`src/rtl/vc_output_arbiter.sv`:
```
// vc_output_arbiter: packet-locked round-robin arbiter from four VC buffers
// onto one output link, with a one-deep registered output stage.
module vc_output_arbiter (
  input  logic         clk,
  input  logic         arst,
  input  logic [135:0] vc_fdata_i,
  input  logic [3:0]   vc_valid_i,
  output logic [3:0]   vc_ready_o,
  output logic [33:0]  fdata_o,
  output logic [1:0]   vc_id_o,
  output logic         valid_o,
  input  logic         ready_i,
  output logic         locked_o
);

  typedef enum logic {
    S_IDLE,
    S_LOCKED
  } state_t;

  state_t      r_state;
  logic [1:0]  r_lock_vc;
  logic [1:0]  r_rr_ptr;
  logic [33:0] r_fdata;
  logic [1:0]  r_vc_id;
  logic        r_valid;

  logic        w_load_en;
  logic [3:0]  w_head;
  logic [1:0]  w_grant;
  logic        w_found;
  logic [3:0]  w_ready;
  logic [1:0]  w_xvc;
  logic        w_xfer;
  logic [33:0] w_xflit;
  logic [1:0]  w_xtype;

  assign w_load_en = ~r_valid | ready_i;

  // A VC is eligible for a new grant only when it offers a head flit
  always_comb begin
    for (int n = 0; n < 4; n++) begin
      w_head[n] = vc_valid_i[n] &
                  (vc_fdata_i[34*n+32 +: 2] == 2'b00);
    end
  end

  // Round-robin search starting just after the last granted VC
  always_comb begin
    logic [1:0] idx;
    w_found = 1'b0;
    w_grant = 2'd0;
    idx     = 2'd0;
    for (int i = 1; i <= 4; i++) begin
      idx = r_rr_ptr + 2'(i);
      if (!w_found && w_head[idx]) begin
        w_found = 1'b1;
        w_grant = idx;
      end
    end
  end

  // One-hot ready: winner in IDLE, the locked VC otherwise
  always_comb begin
    w_ready = 4'b0000;
    if (!arst && w_load_en) begin
      case (r_state)
        S_IDLE: begin
          if (w_found) w_ready[w_grant] = 1'b1;
        end
        S_LOCKED: w_ready[r_lock_vc] = 1'b1;
        default: w_ready = 4'b0000;
      endcase
    end
  end

  assign w_xvc   = (r_state == S_LOCKED) ? r_lock_vc : w_grant;
  assign w_xfer  = |(vc_valid_i & w_ready);
  assign w_xflit = vc_fdata_i[34*w_xvc +: 34];
  assign w_xtype = w_xflit[33:32];

  // Output register: load on transfer, drop valid on drain, hold on stall
  always_ff @(posedge clk) begin
    if (arst) begin
      r_fdata <= 34'd0;
      r_vc_id <= 2'd0;
      r_valid <= 1'b0;
    end else if (w_xfer) begin
      r_fdata <= w_xflit;
      r_vc_id <= w_xvc;
      r_valid <= 1'b1;
    end else if (ready_i) begin
      r_valid <= 1'b0;
    end
  end

  // Packet lock FSM; rr_ptr resets to 3 so VC0 is searched first
  always_ff @(posedge clk) begin
    if (arst) begin
      r_state   <= S_IDLE;
      r_lock_vc <= 2'd0;
      r_rr_ptr  <= 2'd3;
    end else begin
      case (r_state)
        S_IDLE: begin
          if (w_xfer) begin
            r_rr_ptr <= w_xvc;
            if (w_xtype != 2'b11) begin
              r_state   <= S_LOCKED;
              r_lock_vc <= w_xvc;
            end
          end
        end
        S_LOCKED: begin
          if (w_xfer && w_xtype == 2'b11)
            r_state <= S_IDLE;
        end
        default: r_state <= S_IDLE;
      endcase
    end
  end

  assign vc_ready_o = w_ready;
  assign fdata_o    = r_fdata;
  assign vc_id_o    = r_vc_id;
  assign valid_o    = r_valid;
  assign locked_o   = (r_state == S_LOCKED);

endmodule
```
`config.mk`:
```
export PLATFORM = sky130hd
export DESIGN_NAME = vc_output_arbiter
export DESIGN_NICKNAME = d
export VERILOG_FILES = /design/src/rtl/vc_output_arbiter.sv
export SDC_FILE = /design/constraint.sdc
export NUM_CORES = 1
export LEC_CHECK = 0
export BUFFER_PORTS_ARGS = -buffer_cell sky130_fd_sc_hd__buf_4
export CORE_MARGIN = 2
export CORE_UTILIZATION = 49
export CTS_BUF_LIST = sky130_fd_sc_hd__clkbuf_2
export CTS_CLUSTER_DIAMETER = 100
export DETAILED_ROUTE_END_ITERATION = 10
export GPL_ROUTABILITY_DRIVEN = 0
export GPL_TIMING_DRIVEN = 0
export PLACE_DENSITY = 0.95
export SLEW_MARGIN = 20
export SYNTH_ARGS = -nofsm -noshare
export SYNTH_HDL_FRONTEND = slang
export SYNTH_SLANG_ARGS = --single-unit
```
`constraint.sdc`:
```
create_clock -name clk -period 6.21 [get_ports clk]
set_input_delay 0.9315 -clock clk [delete_from_list [all_inputs] [get_ports clk]]
set_output_delay 0.9315 -clock clk [all_outputs]
set_load 0.1 [all_outputs]
```
==> metrics.yaml, run 1 <==
status:
  status: "finished clean"
placement:
  io_buffer_count: 183
  dp_cells: 576
  place_ws_ns: 2.649
  hpwl_mm: 8.157
timing:
  fmax_mhz: 278.4
  final.setup.tns_ns: 0
  final.period_utilization: 0.5785
  finClkSkew_ns: 0.01593
  rsz0062_at_grt: "no"
  setup_violations: 0
  min_period_ns: 3.592
  max_slew_margin: 0.6228
  hold_violations: 0
  drv_slew: 0
  tightest_slew_ns: 0.5658
  layout_setup_ws_ns: 2.618
yosys:
  synth_mux_area_frac: 0.2394
  synth_top_area_frac: 0.2633
  yosysWarnings: 0
  yosysTopAreaCell: "dfxtp_1"
  postSynthCellCount: 316
  synthArstFlopShare: 0
  synth.avg_cell_area_um2: 10.10
  synth-compound-area-share: 0.2214
  syn-num-nets: 459
  synthAdderAreaFrac: 0
  synth-xor-area-share: 0
  synth_simple_gate_area_frac: 0.1881
  synth-edff-count: 0
  ys_seq_area_frac: 0.2633
  synthTopCellsByArea: "dfxtp_1 26%, mux2i_1 19%, o211ai_2 11%"
  syn-cell-area_um2: 3193
  ys_types: 56
  synth_top_family_by_area: "multiplexers"
  synth-seq-cells: 42
  synth_flop_cell: "dfxtp_1"
grt:
  grt_max_degree: 13
  gr-usage-all-layers: 0.2831
  antenna_found_initial: 0
  grt_pass1_vias: 3618
  grt_pass1_wl_mm: 16.57
  grt_overflow: 0
hold_path:
  hold_class: "flop to flop"
  holdPathStages: 2
  worstHoldStart: "fdata_o[32]"
  hold_end: "fdata_o[32]"
setup_path:
  reg2reg_from: "r_rr_ptr[1]"
  worstSetupPathType: "input port to output port"
  r2r-end: "fdata_o[1]"
  crit_fanout: 4
  rr_worst_depth: 8
  worst_ep_required_time_ns: 5.28
  cp-start-kind: "input port"
  r2r_slack_ns: 3.61
  critPathArrivalTime_ns: 2.66
  crit_path_end_kind: "output port"
finish:
  final_cells: 584
  layout-drive-gt1-share: 0.5069
  fillers: 469
  nets: 649
  antenna_cells: 0
  syn2layout_area_growth_pct: 47.26
clocking:
  clkTransAtPathRegs_ns: 0.20
  worstSkewPairLatency_ns: 0.41
  root_buffer: "clkbuf_2"
  htree_levels: 2
  clk_path_buf_depth: 2
  cts_made_buffers: 5
  cts.sinks: 42
  cts_resized: 0
  postCtsSetupBuffers: 0
  tritoncts: "done"
  postCtsHoldBufs: 0
detailed_routing:
  drc_errors: 0
  drtAntennaViolNets: 0
  wl_per_cell_um: 17.65
  wirelength_mm: 10.31
  drtIter0Drc: 108
  vias_per_cell: 5.832
  vias: 3406
  first_pass_iters: 4
pwr:
  total_leakage_power_nw: 2.401
  vdd_drop_max_mv: 0.1888
  power_density_nw_per_um2: 245.1
floorplanning:
  die_h_um: 84.73
  core.rowCount: 29
  core_um2: 6314
  initial_core_util: 0.5057
  die_x_um: 84.73
  dieArea_um2: 7178
  io_pins: 185
job:
  maxCapViolCount: 0
worst max path at each step:
stage | depth (start not counted) | end | slack [ns] | start
after floorplan | 5 | vc_ready_o[1] | 1.89 | vc_fdata_i[134]
final | 7 | vc_ready_o[3] | 2.62 | vc_fdata_i[134]
after global placement | 7 | vc_ready_o[3] | 2.71 | vc_fdata_i[134]
after global routing | 7 | vc_ready_o[2] | 2.52 | vc_fdata_i[32]
after detailed placement | 7 | vc_ready_o[3] | 2.65 | vc_fdata_i[134]
after CTS | 7 | vc_ready_o[3] | 2.64 | vc_fdata_i[134]
layer usage:
metal	share of wire	vias up	GRT usage
li1	-	1622	-
met1	0.38	1600	0.3117
met2	0.52	162	0.5361
met3	0.080	22	0.06588
met4	0.018	0	0.08225
met5	0	-	0
final cells by class:
type	instances	area (um^2)	share of cell area
flip-flops and latches	42	840.8	0.1788
clock inverters	2	8.758	0.001863
inverters	7	26.28	0.005588
well taps	77	96.34	0.02049
multi-input cells	235	2072	0.4407
clock buffers	6	30.03	0.006386
repair buffers	183	1374	0.2922
plain buffers	32	254.0	0.05402
cells by family after synthesis:
family,after synthesis
flip-flops,42
buffers and inverters,39
multiplexers,67
AND/OR/NAND/NOR,98
AO/OA/AOI/OAI,70
cell usage after synthesis (all sizes together) (2+ instances only):
cell	number
nor3	3
o211a	2
and3	2
clkbuf	9
mux2i	62
inv	6
or3b	3
nor2	9
dfxtp	42
buf	23
a32oi	2
a31oi	3
nor3b	2
nand3	12
o21ai	8
nand4	27
nand2	6
mux4	5
or3	27
a21oi	11
o211ai	30
a41o	2
worst max-delay path, stage by stage:
cell	delay (ns)
buf_4	0.12
or3b_4	0.43
a32oi_1	0.34
and4_1	0.27
a22oi_1	0.11
nor2_1	0.15
buf_4	0.31
per-stage QoR:
step | power [mW] | hold slack [ns] | instance area (um^2) | utilization
floorplan | 0.8508 | 0.4982 | 3193 | -
global placement | 1.026 | 0.4575 | 4663 | 0.7386
detailed placement | 1.040 | 0.4643 | 4663 | 0.7386
CTS | 1.154 | 0.4908 | 4702 | 0.7447
global route | 1.202 | 0.5122 | 4702 | 0.7447
finish | 1.152 | 0.4913 | 4702 | 0.7447
sequential cells by signal, summed over array words and instances, names as in the netlist, named ones only:
register   count
r_lock_vc      2
valid_o        1
vc_id_o        2
r_rr_ptr       2
fdata_o       34
report_power, final:
part           switching, mW  leakage (nW)  total [mW]  internal, mW
registers             0.0271         0.343       0.337         0.310
logic                  0.458          2.03       0.698         0.240
clock network         0.0902        0.0304       0.118        0.0277
placed cells by master, fill, tap and decap left out, types with 2 or more instances in the layout:
cell | Yosys | routed
a21oi_1 | 10 | 10
a31oi_1 | 3 | 3
a41o_1 | 2 | 2
buf_12 | 2 | 2
buf_2 | 5 | 5
buf_4 | 7 | 190
buf_6 | 9 | 9
clkbuf_1 | 8 | 8
clkbuf_2 | 1 | 7
clkinv_1 | 1 | 2
dfxtp_1 | 42 | 42
inv_1 | 6 | 6
mux2i_1 | 61 | 61
mux4_1 | 5 | 5
nand2_1 | 6 | 6
nand3_1 | 12 | 12
nand4_1 | 27 | 27
nor2_1 | 9 | 9
nor3_1 | 3 | 3
o211ai_1 | 2 | 2
o211ai_2 | 27 | 27
o21ai_0 | 5 | 5
o21ai_1 | 3 | 3
or3_1 | 27 | 27
or3b_4 | 2 | 2
Power figures use the tool's default switching activity.
==> inputs of run 2 (changes only) <==
--- a/config.mk
+++ b/config.mk
@@ -7,13 +7,13 @@
 export LEC_CHECK = 0
 export BUFFER_PORTS_ARGS = -buffer_cell sky130_fd_sc_hd__buf_4
 export CORE_MARGIN = 2
-export CORE_UTILIZATION = 49
+export CORE_UTILIZATION = 41
 export CTS_BUF_LIST = sky130_fd_sc_hd__clkbuf_2
 export CTS_CLUSTER_DIAMETER = 100
 export DETAILED_ROUTE_END_ITERATION = 10
 export GPL_ROUTABILITY_DRIVEN = 0
 export GPL_TIMING_DRIVEN = 0
-export PLACE_DENSITY = 0.95
+export PLACE_DENSITY = 0.9
 export SLEW_MARGIN = 20
 export SYNTH_ARGS = -nofsm -noshare
 export SYNTH_HDL_FRONTEND = slang
==> constraint.sdc (replaced) <==
create_clock -name clk -period 3.11 [get_ports clk]
set_input_delay 0.4665 -clock clk [delete_from_list [all_inputs] [get_ports clk]]
set_output_delay 0.4665 -clock clk [all_outputs]
set_load 0.1 [all_outputs]
==> metrics.yaml, run 2 (same netlist as run 1, synthesis figures left out) <==
status:
  status: "finished clean"  # unchanged
hold_path:
  holdPathStages: 3  # was 2
  worstHoldStart: "vc_fdata_i[112]"  # was fdata_o[32]
  hold_class: "input port to flop"  # was flop to flop
  hold_end: "fdata_o[10]"  # was fdata_o[32]
setup_path:
  crit_path_end_kind: "output port"  # unchanged
  worstSetupPathType: "flop to output port"  # was input port to output port
  worst_ep_required_time_ns: 2.64  # was 5.28 ns
  r2r-end: "fdata_o[0]"  # was fdata_o[1]
  reg2reg_from: "r_rr_ptr[1]"  # unchanged
  r2r_slack_ns: 0.44  # was 3.61 ns
  rr_worst_depth: 8  # unchanged
  crit_fanout: 7  # was 4
  cp-start-kind: "flop"  # was input port
  critPathArrivalTime_ns: 2.35  # was 2.66 ns
  crit_start: "r_rr_ptr[1]"  # was vc_fdata_i[134]
clocking:
  root_buffer: "clkbuf_2"  # unchanged
  htree_levels: 2  # unchanged
  postCtsSetupBuffers: 0  # unchanged
  tritoncts: "done"  # unchanged
  worstSkewPairLatency_ns: 0.38  # was 0.41 ns
  clk_path_buf_depth: 2  # unchanged
  clkTransAtPathRegs_ns: 0.22  # was 0.20 ns
  postCtsHoldBufs: 0  # unchanged
  cts_made_buffers: 5  # unchanged
  cts.sinks: 42  # unchanged
  cts_resized: 0  # unchanged
job:
  maxCapViolCount: 0  # unchanged
pwr:
  vdd_drop_max_mv: 0.2527  # was 0.1888 mV
  total_leakage_power_nw: 2.414  # was 2.401 nW
  power_mw: 2.385  # was 1.152 mW
  power_density_nw_per_um2: 499.7  # was 245.1 nW/um^2
finish:
  antenna_cells: 0  # unchanged
  fin_util: 0.6242  # was 0.7447
  nets: 649  # unchanged
  largest_register_ffs: 34  # unchanged
  stdcell_area_um2: 4773  # was 4702 um^2
  ff_latch_area_um2: 840.8  # unchanged
  layout-drive-gt1-share: 0.5148  # was 0.5069
  multi_input_area_um2: 2086  # was 2072 um^2
  layout_commonest_cell: "buf_4"  # unchanged
  fillers: 624  # was 469
  final_cell_mix: "190 x buf_4, 61 x mux2i_1, 42 x dfxtp_1"  # unchanged
  syn2layout_area_growth_pct: 49.49  # was 47.26%
detailed_routing:
  wl_per_cell_um: 16.81  # was 17.65 um
  first_pass_iters: 4  # unchanged
  vias_per_cell: 5.586  # was 5.832
  wirelength_mm: 10.24  # was 10.31 mm
  drc_errors: 0  # unchanged
  vias: 3402  # was 3406
  drtIter0Drc: 69  # was 108
  drtAntennaViolNets: 0  # unchanged
floorplanning:
  dieArea_um2: 8510  # was 7178 um^2
  io_pins: 185  # unchanged
  core.rowCount: 32  # was 29
  die_h_um: 92.25  # was 84.73 um
  initial_core_util: 0.4175  # was 0.5057
  die_x_um: 92.25  # was 84.73 um
  core_um2: 7647  # was 6314 um^2
grt:
  grt_max_degree: 13  # unchanged
  grt_pass1_vias: 3393  # was 3618
  gr-usage-all-layers: 0.2288  # was 0.2831
  grt_pass1_wl_mm: 15.81  # was 16.57 mm
  antenna_found_initial: 0  # unchanged
  grt_overflow: 0  # unchanged
placement:
  io_buffer_count: 183  # unchanged
  dpl_cell_area_um2: 4708  # was 4663 um^2
  hpwl_mm: 8.139  # was 8.157 mm
timing:
  rsz0062_at_grt: "no"  # unchanged
  finClkSkew_ns: 0.02450  # was 0.01593 ns
  max_slew_margin: 0.6634  # was 0.6228
  min_period_ns: 2.820
  drv_slew: 0  # unchanged
  final.period_utilization: 0.9069
  final.setup.tns_ns: 0  # unchanged
  setup_violations: 0  # unchanged
  hold_violations: 0  # unchanged
  fmax_mhz: 354.6
  tightest_slew_ns: 0.4943  # was 0.5658 ns
[run 2: area by class of cell]
type | count | share of cell area
multi-input cells | 235 | 0.4370
flip-flops and latches | 42 | 0.1761
clock inverters | 1 | 0.006291
inverters | 7 | 0.005505
repair buffers | 183 | 0.2878
clock buffers | 7 | 0.007339
plain buffers | 32 | 0.05321
well taps | 102 | 0.02674
[run 2: worst max-delay path by stage]
stage                     depth (start not counted)  slack, ns       endpoint
after CTS                                         6       0.24  vc_ready_o[2]
after detailed placement                          9       0.30    fdata_o[25]
final                                             6       0.29  vc_ready_o[2]
after global routing                              6       0.13  vc_ready_o[2]
after global placement                            9       0.35    fdata_o[25]
after floorplan                                   4      -0.20  vc_ready_o[3]
[run 2: critical path, cell delays in order (launching register included)]
cell	delay (ns)
dfxtp_1	0.43
or4b_1	0.54
a21o_1	0.23
o211a_2	0.17
a32oi_2	0.33
nor2_4	0.04
buf_4	0.23
[run 2: stage by stage]
| stage | hold WS, ns | setup slack, ns | std cells |
|---|---|---|---|
| 6_report | 0.3475 | 0.2896 | 609 |
| 5_1_grt | 0.2994 | 0.1269 | 609 |
| 4_1_cts | 0.3132 | 0.2411 | 609 |
| 3_5_place_dp | 0.4688 | 0.2970 | 601 |
| 3_3_place_gp | 0.4599 | 0.3460 | 601 |
| 2_1_floorplan | 0.4982 | -0.1993 | 316 |
[run 2: layer usage]
layer | global-route usage | part of all wire | wire (um) | vias to the layer above
met5 | 0 | 0 | 0 | -
li1 | - | - | - | 1624
met4 | 0.06343 | 0.018 | 185 | 0
met3 | 0.04930 | 0.068 | 693 | 18
met2 | 0.4234 | 0.51 | 5197 | 154
met1 | 0.2640 | 0.41 | 4164 | 1606
[run 2: power breakdown]
group / total (mW) / switching (mW) / leakage [nW] / internal [mW]
Sequential: 0.672 / 0.0535 / 0.343 / 0.619
Clock: 0.321 / 0.178 / 0.0432 / 0.143
Combinational: 1.39 / 0.913 / 2.03 / 0.479
Total: 2.39 / 1.14 / 2.41 / 1.24
